### src/rtl/counter_pkg.sv
// rtl/counter_pkg.sv - shared state and step-mode definitions for the lab counters
package counter_pkg;

  typedef enum logic {
    IDLE = 1'b0,
    RUN  = 1'b1
  } cnt_state_t;

  localparam logic MODE_DEC  = 1'b0;
  localparam logic MODE_HALF = 1'b1;

endpackage

### src/rtl/counter_dnld.sv
// rtl/counter_dnld.sv - loadable down-counter/timer with terminal-count pulse and auto-reload
module counter_dnld
  import counter_pkg::*;
#(
  parameter int N = 5
) (
  input  logic         clk,
  input  logic         reset,
  input  logic         enable,
  input  logic         start,
  input  logic [N-1:0] load_value,
  input  logic         mode,
  input  logic         auto_reload,
  output logic [N-1:0] counter,
  output logic         busy,
  output logic         done
);

  localparam logic [N-1:0] ONE = {{(N-1){1'b0}}, 1'b1};

  cnt_state_t   state_q, state_d;
  logic [N-1:0] counter_q, counter_d;
  logic [N-1:0] reload_q, reload_d;
  logic         done_q, done_d;
  logic [N-1:0] step_val;

  always_ff @(posedge clk) begin
    if (reset) begin
      state_q   <= IDLE;
      counter_q <= '0;
      reload_q  <= '0;
      done_q    <= 1'b0;
    end else begin
      state_q   <= state_d;
      counter_q <= counter_d;
      reload_q  <= reload_d;
      done_q    <= done_d;
    end
  end

  // counter_q is never zero in RUN, so the decrement cannot wrap
  always_comb begin
    step_val  = (mode == MODE_HALF) ? (counter_q >> 1) : (counter_q - ONE);
    state_d   = state_q;
    counter_d = counter_q;
    reload_d  = reload_q;
    done_d    = 1'b0;
    case (state_q)
      IDLE: begin
        if (start) begin
          if (load_value != '0) begin
            counter_d = load_value;
            reload_d  = load_value;
            state_d   = RUN;
          end else begin
            counter_d = '0;
            done_d    = 1'b1;
          end
        end
      end
      RUN: begin
        if (start) begin
          counter_d = load_value;
          reload_d  = load_value;
          if (load_value == '0) begin
            state_d = IDLE;
            done_d  = 1'b1;
          end
        end else if (enable) begin
          if (step_val != '0) begin
            counter_d = step_val;
          end else if (auto_reload) begin
            counter_d = reload_q;
            done_d    = 1'b1;
          end else begin
            counter_d = '0;
            done_d    = 1'b1;
            state_d   = IDLE;
          end
        end
      end
      default: state_d = IDLE;
    endcase
  end

  always_comb begin
    counter = counter_q;
    busy    = (state_q == RUN);
    done    = done_q;
  end

endmodule

### config.mk
export PLATFORM = sky130hd
export DESIGN_NAME = counter_dnld
export DESIGN_NICKNAME = d
export VERILOG_FILES = /design/src/rtl/counter_pkg.sv /design/src/rtl/counter_dnld.sv
export SDC_FILE = /design/constraint.sdc
export NUM_CORES = 1
export LEC_CHECK = 0
export BUFFER_PORTS_ARGS = -buffer_cell sky130_fd_sc_hd__buf_2
export CORE_MARGIN = 1
export CORE_UTILIZATION = 40
export CTS_BUF_LIST = sky130_fd_sc_hd__clkbuf_8 sky130_fd_sc_hd__clkbuf_16
export CTS_CLUSTER_DIAMETER = 100
export DETAILED_ROUTE_END_ITERATION = 16
export PLACE_DENSITY_LB_ADDON = 0.05
export SYNTH_ARGS = -nofsm -noshare
export SYNTH_HDL_FRONTEND = slang
export SYNTH_SLANG_ARGS = --single-unit
### constraint.sdc
create_clock -name clk -period 1.6 [get_ports clk]
set_input_delay 0.08 -clock clk [delete_from_list [all_inputs] [get_ports clk]]
set_output_delay 0.08 -clock clk [all_outputs]
set_load 0.01 [all_outputs]
-- Yosys cells after proc, flatten, opt, wreduce, memory -nomap -nowiden
Cells that the tools add are included.
- output and inout bits: 7
- word-level logic and storage cells: 42
- input port bits: 11
- register bits: 12
- add/subtract/negate cells: 1
- equality and inequality tests: 4
- mux-type cells: 27
- bitwise gates (word level): 1
- reductions and logical operators: 5
- operators by type and width (cell ; number):
    $mux 5 ; 10
    $pmux 5 s2 ; 2
    $mux 1 ; 13
    $reduce_bool 5->1 ; 2
    $ne 2x2->1 const B ; 3
    $logic_not 5->1 ; 1
    $sub 5x1->5 const B ; 1
    $pmux 1 s2 ; 2
    $ne 3x3->1 const B ; 1
    $reduce_and 3->1 ; 1
    $reduce_and 2->1 ; 1
    $not 1->1 ; 1

-- Logic depth before layout (Yosys ltp)
Gate-level depths: netlist of the first run.
- word-level depth: 7
- mapped depth: 7
- gate-level depth less buffers: 7

-- Least setup slack after synthesis of the first run
Ideal clock, no wire load.
- path kind: reg-to-reg
- start: reg counter_q[0] (netlist: counter[0])
- end: reg counter_q[1] (netlist: counter[1])
- arrival time: 1706 ps
- library setup time: 79 ps
- required time: 1521 ps
- buffers on the path: 0
- stages on the path, launching flop included: 8
- period minus slack after synthesis: 1785 ps
- path slack: -185 ps
- cells stage by stage: dfxtp_1 > inv_1 > ha_1 > nor3b_1 > mux2_4 > nor3b_4 > nand3_1 > a211oi_2
- cells in the longest elaborated chain, start to end: 7
- RTL lines (element ; RTL line ; text):
    from (decl) ; counter_dnld.sv:22 ; logic [N-1:0] counter_q, counter_d;
    from (signal assigned) ; counter_dnld.sv:35 ; counter_q <= counter_d;
    $sub 5x1->5 (*) ; counter_dnld.sv:43 ; step_val = (mode == MODE_HALF) ? (counter_q >> 1) : (counter_q - ONE);
    $mux 5 (*) ; counter_dnld.sv:43 ;
    $reduce_bool 5->1 ; counter_dnld.sv:70 ; if (step_val != '0) begin
    $mux 5 (*) ; counter_dnld.sv:70 ;
    $mux 5 (*) ; counter_dnld.sv:69 ; end else if (enable) begin
    $mux 5 (*) ; counter_dnld.sv:62 ; if (start) begin
    $pmux 5 s2 (*) ; counter_dnld.sv:48 ; case (state_q)
Mark *: on every way between the ends. The rest lies on a longest branch, timed or not. The select of a mux whose other input is x is not followed.
A chain may end at the register's enable or synchronous reset.

-- Final worst setup path of the first run
- start: reg counter_q[0] (netlist: counter[0])
- end: reg counter_q[4] (netlist: counter[4])
Same word-level chain as after synthesis.

==> results.md, run 1 <==
- Final instance area: 0.00104 mm^2
- Inserted Clock Buffers: 3
- Leak: 0.440 nW
- Max Cap Violations: 0
- Post-synthesis sequential area ratio: 0.336
- Setup WS pre-CTS: -0.111 ns
- Post-Synthesis Cells: 87
- Final Slew Violations: 0
- Top area cells in the synthesized netlist: dfxtp_1 (34%), a22oi_1 (5.3%), nor2_1 (4.7%)
- Clock latency at the later pin of the worst-skew pair: 0.24 ns
- Largest stage delay, worst path: 0.35 ns
- Clk root buf: clkbuf_8
- Global route total overflow: 0
- Yosys top cell by area: dfxtp_1
- Number of hold buffers added after CTS: 0
- Vias in the first global route: 646
- Gp weighted congestion: 0.804
- Area of the mapped netlist: 714 um^2
- Number of flops mapped to enable cells by yosys: 0
- H-Tree Depth: 1
- # IOs: 18
- Starting DRC count in detailed routing: 21
- P per Cell Area: 836 mW/mm^2
- CTS sink count: 12
- Drt first pass iters: 10
- Placed Cells: 136
- Post-route setup slack: -0.131 ns
- Dpl hpwl: 1410 um
- FF+latch count, synth: 12
- Antenna Violating Nets Remaining: 0
- Largest net degree at the start of global routing: 14
- Share of the synthesized area in the top cell type: 0.336
- Antenna violations before repair: 0
- Final period utilization: 1.08
- Die Wd: 44.3 um
- Worst Path Required: 1.72 ns
- Residual DRC: 1
- Rows: 14
- Vias per cell: 5.37
- Worst-path fanout max: 4
- Number of port buffers: 17
- Core area: 0.00159 mm^2
- Syn-to-layout area delta: 45.7%
- Worst-margin pin slew: 0.421 ns
- Cell with the most instances after synthesis: dfxtp_1
- Die Span Y: 44.3 um
- Top cell types by occurrence after synthesis: dfxtp_1 (12), nor2_1 (9), nand2_1 (8)
- WL final: 1910 um
- Final Hold Fails: 0
- Post-DP Area: 917 um^2
- CTS clock-pin slew for the worst setup and hold paths: 0.06 ns
- Failing checks: design-rule violations, negative setup slack
- Initial core utilization: 0.448
- Clock buffer depth: 2
- Syn Area/Cell: 8.21 um^2
- Max VDD drop: 0.514 mV
- Critical path arrival: 1.85 ns
- Final setup vio count: 6
- Via count: 763
- Max-slew headroom: 0.712
- CP max-delay cell: dfxtp_4
- First-pass GRT wire length: 3060 um
- CP Class: flip-flop to flip-flop
- Post-Route Setup TNS: -0.551 ns
- CP Capture Type: flip-flop
- CTS tree: done
- Die area: 0.00196 mm^2
- Async S/R FF share, synth: 0
- Fill cells: 147
- Synth cell types: 35
- Top FF cell, synth: dfxtp_1
- Setup Skew: 0.00368 ns
- Hold crit path type: primary input to flip-flop
- NumNets Final: 131
- RSZ-0062 raised after global routing: yes
- GRT Overall Usage: 0.217
- WL/cell: 13.5 um
- Highest Clock Rate: 578 MHz
- Synthesized Nets: 99
- # diodes: 0
- Min Clock Period, post-route: 1.73 ns
- Final std cells w/o fill: 142
- Critical Path Start Type: flip-flop
- Fraction of layout instances using a drive strength above 1: 0.449
- Status: finished with violations
- Yosys warns: 0
- CP Cell Sequence: inv_2 > ha_4 > nor3b_4 > mux2_4 > and3_1 > o221ai_1 > o31ai_2
- Post-layout util: 0.653
[power by group]
part	switching, mW	total (mW)	internal [mW]
sequential	0.0186	0.337	0.319
clock	0.118	0.288	0.170
combinational	0.125	0.245	0.121
[flip-flops by register name, summed over array words and instances, names as in the netlist]
register and cells:
done 1, counter 5, busy 1, reload_q 5
[layout make-up]
class | instances | area (um^2) | share of cell area
clock buffer | 3 | 41.3 | 0.0397
inverter | 7 | 28.8 | 0.0276
sequential | 12 | 248 | 0.238
multi-input combinational | 66 | 514 | 0.494
timing repair buffer | 29 | 175 | 0.168
tap | 24 | 30.0 | 0.0288
clock inverter | 1 | 3.75 | 0.00361
[final timing paths]
kind	from	to	slack (ns)	depth (start not counted)
setup / recovery	counter[0]$_SDFFE_PP0P_	counter[4]$_SDFFE_PP0P_	-0.13	7
hold / removal	load_value[0]	reload_q[0]$_SDFFE_PP0P_	0.11	3
setup reg to reg	counter[0]$_SDFFE_PP0P_	counter[4]$_SDFFE_PP0P_	-0.13	7
hold reg to reg	reload_q[3]$_SDFFE_PP0P_	counter[3]$_SDFFE_PP0P_	0.47	2
[placed cells by master, fill, tap and decap left out, types with 2 or more instances in the layout]
cell       n
buf_2     17
buf_4     12
dfxtp_1   10
nor2_1     9
nand2_1    7
a21oi_1    6
inv_1      4
a22oi_1    4
o21ai_0    3
o31ai_2    3
a31oi_1    3
clkbuf_8   3
clkinv_1   2
nor3b_4    2
o221ai_1   2
a211oi_2   2
nor3_1     2
dfxtp_4    2
[layer usage]
| layer | global-route usage | vias to the layer above | wire [um] | share of wire |
|---|---|---|---|---|
| li1 | - | 386 | - | - |
| met1 | 0.302 | 349 | 923 | 0.48 |
| met2 | 0.321 | 23 | 873 | 0.46 |
| met3 | 0.0367 | 5 | 78 | 0.041 |
| met4 | 0.109 | 0 | 35 | 0.018 |
| met5 | 0 | - | 0 | 0 |
[stage by stage]
stage / power, mW / hold slack (ns)
2_1_floorplan: 0.462 / 0.174
3_5_place_dp: 0.548 / 0.371
4_1_cts: 0.860 / 0.117
6_report: 0.870 / 0.108
3_3_place_gp: 0.549 / 0.353
5_1_grt: 0.911 / 0.144
[critical path, delay by kind of cell (launching register included)]
family / cells / cell delay [ns]
AND/OR/NAND/NOR: 2 / 0.38
multiplexers: 1 / 0.35
AO/OA/AOI/OAI: 2 / 0.35
buffers and inverters: 1 / 0.06
flip-flops: 1 / 0.35
adder cells (fa/ha/maj): 1 / 0.12
[cells by family (layout without fill, tap and decap cells)]
group | Yosys count | after routing | share of synthesized area
buf+inv | 9 | 40 | 0.0543
compound gates | 29 | 29 | 0.284
fa+ha+maj | 1 | 1 | 0.0175
xor+xnor | 1 | 1 | 0.0123
mux | 2 | 2 | 0.0350
flops | 12 | 12 | 0.336
simple gates | 33 | 33 | 0.261
[what timing repair did]
| item | CTS | global route |
|---|---|---|
| gates resized for setup | 5 | 7 |
| pin swaps | 3 | 2 |
| gates cloned | 0 | 0 |
| endpoints found under the setup margin | 6 | 7 |
| buffers inserted | 2 | 0 |
(Power assumes the default switching activity.)
==> run 2, diff against run 1 <==
--- a/config.mk
+++ b/config.mk
@@ -12,6 +12,7 @@
 export CTS_CLUSTER_DIAMETER = 100
 export DETAILED_ROUTE_END_ITERATION = 16
 export PLACE_DENSITY_LB_ADDON = 0.05
+export REMOVE_ABC_BUFFERS = 1
 export SYNTH_ARGS = -nofsm -noshare
 export SYNTH_HDL_FRONTEND = slang
 export SYNTH_SLANG_ARGS = --single-unit
==> run 2 against run 1 <==
  * The run ends with negative setup slack left
  * Maximum frequency down 0.71%
  * Core utilization shrank 0.24 points
  * Worst setup slack worse by 0.012 ns
  * Flip-flop and latch count did not move
  * Via count grew 6.8%
  * Critical endpoint unchanged
  * Highest routed layer unchanged
==> results.md, run 2 (synthesized netlist as in run 1, its figures left out) <==
- Status: finished with violations (unchanged)
- Failing checks: negative setup slack (was design-rule violations, negative setup slack)
- Commonest non-fill, non-tap cell in the layout: buf_2 (unchanged)
- Critical path arrival: 1.89 ns (was 1.85 ns)
- CP Capture Type: flip-flop (unchanged)
- Final period utilization: 1.09 (was 1.08)
- Min Clock Period, post-route: 1.74 ns (was 1.73 ns)
- Vias per cell: 5.74 (was 5.37)
- CP max-delay cell: mux2_4 (was dfxtp_4)
- NumNets Final: 131 (unchanged)
- Final Hold Fails: 0 (unchanged)
- Residual DRC: 0 (was 1)
- Dpl hpwl: 1460 um (was 1410 um)
- # IOs: 18 (unchanged)
- # diodes: 0 (unchanged)
- Post-DP Area: 900 um^2 (was 917 um^2)
- CP bufs+invs: 1 (unchanged)
- Syn-to-layout area delta: 45.2% (was 45.7%)
- Antenna violations before repair: 0 (unchanged)
- Fraction of layout instances using a drive strength above 1: 0.441 (was 0.449)
- Most frequent cells in the layout: buf_2 (17), buf_4 (12), nor2_1 (9), dfxtp_1 (9), nand2_1 (8) (was buf_2 (17), buf_4 (12), dfxtp_1 (10), nor2_1 (9), nand2_1 (7))
- Clock buffer depth: 2 (unchanged)
- Internal: 0.664 mW (was 0.609 mW)
- RSZ-0062 raised after global routing: yes (unchanged)
- Post-route setup slack: -0.144 ns (was -0.131 ns)
- Max-slew headroom: 0.699 (was 0.712)
- P per Cell Area: 894 mW/mm^2 (was 836 mW/mm^2)
- Critical Path Start Type: flip-flop (unchanged)
- Family with the most delay on the worst path: simple AND/OR/NAND/NOR gates (unchanged)
- Worst-margin pin slew: 0.451 ns (was 0.421 ns)
- Clk root buf: clkbuf_8 (unchanged)
- Leak: 0.445 nW (was 0.440 nW)
- Fill cells: 141 (was 147)
- Post-Route Setup TNS: -0.572 ns (was -0.551 ns)
- Top cell by count, worst path: nor3b_4
- CP Cell Sequence: inv_2 > ha_4 > nor3b_4 > mux2_4 > nor3b_4 > nand2_1 > o31ai_1 (was inv_2 > ha_4 > nor3b_4 > mux2_4 > and3_1 > o221ai_1 > o31ai_2)
- Die area: 0.00196 mm^2 (unchanged)
- Worst-path fanout max: 4 (unchanged)
- H-Tree Depth: 1 (unchanged)
- GRT Overall Usage: 0.245 (was 0.217)
- Core area: 0.00159 mm^2 (unchanged)
- Final setup vio count: 6 (unchanged)
- Number of port buffers: 17 (unchanged)
- CP Class: flip-flop to flip-flop (unchanged)
- Combinational power share: 0.282 (about the same)
- Final std cells w/o fill: 142 (unchanged)
- Antenna Violating Nets Remaining: 0 (unchanged)
- Sequential share of power: 0.363 (was 0.388)
- Initial core utilization: 0.448 (unchanged)
- Rows: 14 (unchanged)
- Net Sw Frac: 0.284 (was 0.300)
- Global route total overflow: 0 (unchanged)
- Register area: 244 um^2 (was 248 um^2)
- CTS sink count: 12 (unchanged)
- Worst Path Required: 1.75 ns (was 1.72 ns)
- Die Span Y: 44.3 um (unchanged)
- Inserted Clock Buffers: 3 (unchanged)
- Gp weighted congestion: 0.824 (was 0.804)
- WL final: 2140 um (was 1910 um)
- Setup Skew: 0.00197 ns (was 0.00368 ns)
- Max VDD drop: 0.535 mV (was 0.514 mV)
- Final Slew Violations: 0 (unchanged)
- Highest Clock Rate: 573 MHz (was 578 MHz)
- Post-layout util: 0.651 (was 0.653)
- CTS tree: done (unchanged)
- Max Cap Violations: 0 (unchanged)
- Placed Cells: 137 (was 136)
- Final instance area: 0.00104 mm^2 (about the same)
- Via count: 815 (was 763)
- Starting DRC count in detailed routing: 32 (was 21)
- WL/cell: 15.1 um (was 13.5 um)
- Switching pwr: 0.263 mW (was 0.261 mW)
- Largest net degree at the start of global routing: 14 (unchanged)
- Drt first pass iters: 6 (was 10)
- First-pass GRT wire length: 3530 um (was 3060 um)
- Clock latency at the later pin of the worst-skew pair: 0.24 ns (about the same)
- Die Wd: 44.3 um (unchanged)
- Clock share of power: 0.356 (was 0.330)
- Multi-input logic area: 507 um^2 (was 514 um^2)
- Vias in the first global route: 755 (was 646)
- CTS clock-pin slew for the worst setup and hold paths: 0.06 ns (about the same)
- Hold crit path type: primary input to flip-flop (unchanged)
- Largest stage delay, worst path: 0.36 ns (was 0.35 ns)
==> run 2: timing repair <==
| action | in CTS | in global routing |
|---|---|---|
| endpoints found under the setup margin | 7 | 7 |
| hold buffers | 0 | 0 |
| gates resized for setup | 12 | 5 |
| buffers inserted | 0 | 1 |
| pin swaps | 6 | 5 |
==> run 2: area by class of cell <==
class / count / share of cell area
inverters: 7 / 0.0253
well taps: 24 / 0.0290
multi-input cells: 66 / 0.489
clock buffers: 4 / 0.0531
flip-flops and latches: 12 / 0.235
repair buffers: 29 / 0.169
==> run 2: worst register-to-register path, cell delays in order (launching register included) <==
cell and delay, ns:
dfxtp_2 0.32, inv_2 0.07, ha_4 0.14, nor3b_4 0.20
mux2_4 0.36, nor3b_4 0.24, nand2_1 0.12, o31ai_1 0.21
==> run 2: metal layers <==
metal / track usage / part of all wire / up-vias
li1: - / - / 385
met1: 0.337 / 0.47 / 402
met2: 0.379 / 0.48 / 26
met3: 0.0449 / 0.037 / 2
met4: 0.0970 / 0.0047 / 0
met5: 0 / 0 / -
==> run 2: power groups by stage <==
stage               Combinational [mW]  Sequential, mW  Clock, mW
floorplan                       0.0995           0.349          0
global placement                 0.209           0.338          0
detailed placement               0.212           0.338          0
CTS                              0.236           0.335      0.338
global route                     0.281           0.338      0.352
finish                           0.261           0.336      0.330
==> run 2: worst paths after layout <==
kind / from / endpoint / slack [ns] / cells past startpoint
max: counter[0]$_SDFFE_PP0P_ / counter[4]$_SDFFE_PP0P_ / -0.14 / 7
min: load_value[0] / reload_q[0]$_SDFFE_PP0P_ / 0.12 / 3
max reg2reg: counter[0]$_SDFFE_PP0P_ / counter[4]$_SDFFE_PP0P_ / -0.14 / 7
min reg2reg: reload_q[2]$_SDFFE_PP0P_ / reload_q[2]$_SDFFE_PP0P_ / 0.45 / 2
==> run 2: per-stage QoR <==
| stage | setup WS (ns) | hold slack (ns) | power (mW) |
|---|---|---|---|
| 2_1_floorplan | -0.185 | 0.149 | 0.448 |
| 3_3_place_gp | -0.190 | 0.352 | 0.547 |
| 3_5_place_dp | -0.208 | 0.376 | 0.550 |
| 4_1_cts | -0.0806 | 0.127 | 0.910 |
| 5_1_grt | -0.200 | 0.138 | 0.970 |
| 6_report | -0.144 | 0.123 | 0.927 |
==> run 3, diff against run 2 <==
==> constraint.sdc (replaced) <==
create_clock -name clk -period 1.9 [get_ports clk]
set_input_delay 0.095 -clock clk [delete_from_list [all_inputs] [get_ports clk]]
set_output_delay 0.095 -clock clk [all_outputs]
set_load 0.01 [all_outputs]
==> run 3 against run 2 <==
  * The run now ends clean
  * Flip-flop and latch count unchanged
  * Largest cell class unchanged
  * Clock power decreased by 16%
  * Critical path depth unchanged
  * Power decreased by 23%
  * Core utilization decreased by 8.2 points
==> results.md, run 3 (synthesized netlist as in run 1, its figures left out) <==
- GRT Overall Usage: 0.205 (was 0.245)
- CTS tree: done (unchanged)
- Vias per cell: 5.54 (was 5.74)
- Critical path arrival: 1.92 ns (was 1.89 ns)
- Drt first pass iters: 6 (unchanged)
- Leak: 0.392 nW (was 0.445 nW)
- Number of hold buffers added after CTS: 0 (unchanged)
- Worst-margin pin slew: 0.454 ns (was 0.451 ns)
- Final setup vio count: 0 (was 6)
- NumNets Final: 123 (was 131)
- # IOs: 18 (unchanged)
- Clk root buf: clkbuf_8 (unchanged)
- CTS sink count: 12 (unchanged)
- Rows: 14 (unchanged)
- Final instance area: 907 um^2 (was 0.00104 mm^2)
- Core area: 0.00159 mm^2 (unchanged)
- Worst setup path start: counter[0]$_SDFFE_PP0P_ (unchanged)
- Die Span Y: 44.3 um (unchanged)
- Highest Clock Rate: 568 MHz (was 573 MHz)
- WL final: 1810 um (was 2140 um)
- Clock latency at the later pin of the worst-skew pair: 0.24 ns (about the same)
- Worst-path fanout max: 4 (unchanged)
- P per Cell Area: 789 mW/mm^2 (was 894 mW/mm^2)
- RSZ-0062 raised after global routing: no (was yes)
- Syn-to-layout area delta: 27.0% (was 45.2%)
- Die area: 0.00196 mm^2 (unchanged)
- Post-DP Area: 847 um^2 (was 900 um^2)
- Global route total overflow: 0 (unchanged)
- Vias in the first global route: 641 (was 755)
- Post-CTS Resized: 0 (was 12)
- First-pass GRT wire length: 2890 um (was 3530 um)
- Worst Path Required: 2.06 ns (was 1.75 ns)
- Gp weighted congestion: 0.815 (was 0.824)
- Dpl hpwl: 1370 um (was 1460 um)
- Critical Path Start Type: flip-flop (unchanged)
- Setup Skew: 0.00119 ns (was 0.00197 ns)
- WL/cell: 13.5 um (was 15.1 um)
- Reg-to-Reg Start: counter[0]$_SDFFE_PP0P_ (unchanged)
- Residual DRC: 0 (unchanged)
- H-Tree Depth: 1 (unchanged)
- Antenna Violating Nets Remaining: 0 (unchanged)
- # diodes: 0 (unchanged)
- Via count: 742 (was 815)
- Starting DRC count in detailed routing: 29 (was 32)
- Min Clock Period, post-route: 1.76 ns (was 1.74 ns)
- Inserted Clock Buffers: 3 (unchanged)
- Final Slew Violations: 0 (unchanged)
- Final Hold Fails: 0 (unchanged)
- CTS clock-pin slew for the worst setup and hold paths: 0.05 ns (was 0.06 ns)
- Number of port buffers: 17 (unchanged)
- Max VDD drop: 0.487 mV (was 0.535 mV)
- Largest net degree at the start of global routing: 14 (unchanged)
- Clock buffer depth: 2 (unchanged)
- Commonest non-fill, non-tap cell in the layout: buf_2 (unchanged)
- Post-Route Setup TNS: 0 ns (was -0.572 ns)
- CP Class: flip-flop to flip-flop (unchanged)
- Antenna violations before repair: 0 (unchanged)
- Post-CTS Setup Bufs: 0 (unchanged)
- Initial core utilization: 0.448 (unchanged)
- Fraction of layout instances using a drive strength above 1: 0.291 (was 0.441)
- CP Capture Type: flip-flop (unchanged)
- HP Start: load_value[0] (unchanged)
- Hold crit path type: primary input to flip-flop (unchanged)
- Status: complete, no violations (was finished with violations)
- Multi-input logic area: 440 um^2 (was 507 um^2)
- Final period utilization: 0.927 (was 1.09)
- Max Cap Violations: 0 (unchanged)
- Most frequent cells in the layout: buf_2 (17), dfxtp_1 (12), nor2_1 (9), nand2_1 (8) (was buf_2 (17), buf_4 (12), nor2_1 (9), dfxtp_1 (9), nand2_1 (8))
- Max-slew headroom: 0.697 (was 0.699)
- Register area: 240 um^2 (was 244 um^2)
- Die Wd: 44.3 um (unchanged)
- Fill cells: 158 (was 141)
run 3: area by class of cell:
class,instances,share of cell area
clock buffers,4,0.0607
inverters,7,0.0290
multi-input cells,66,0.486
flip-flops and latches,12,0.265
well taps,24,0.0331
repair buffers,21,0.127
run 3: report_power, final:
part           leakage [nW]  total (mW)  switching, mW  internal (mW)
registers            0.0994       0.284         0.0154          0.269
logic                 0.264       0.153         0.0840         0.0691
clock network        0.0288       0.278         0.0952          0.183
run 3: final timing paths:
kind                                                 end  slack [ns]  depth (start not counted)
worst min register to register  reload_q[2]$_SDFFE_PP0P_        0.46                          2
worst min-delay path            reload_q[0]$_SDFFE_PP0P_        0.12                          3
worst max-delay path             counter[1]$_SDFFE_PP0P_        0.14                          7
worst max register to register   counter[1]$_SDFFE_PP0P_        0.14                          7
run 3: worst max-delay path, cell delays in order (launching register included):
cell and delay (ns):
dfxtp_1 0.32, inv_1 0.04, ha_1 0.21, nor3b_2 0.16, mux2_4 0.33, nor3b_4 0.27
nand3_1 0.13, a211oi_2 0.22
run 3: layer usage:
layer,vias up,global-route usage,share of wire
li1,371,-,-
met1,344,0.273,0.49
met2,20,0.315,0.46
met3,7,0.0612,0.035
met4,0,0.0727,0.021
met5,-,0,0
run 3: metrics by stage:
step,cells,power [mW],util,hold WS [ns],worst slack [ns]
4_1_cts,134,0.721,0.566,0.126,0.0628
6_report,134,0.716,0.569,0.125,0.139
2_1_floorplan,85,0.378,-,0.164,0.115
3_5_place_dp,130,0.440,0.531,0.378,0.0841
3_3_place_gp,130,0.440,0.531,0.367,0.0953
5_1_grt,134,0.751,0.569,0.156,0.0327
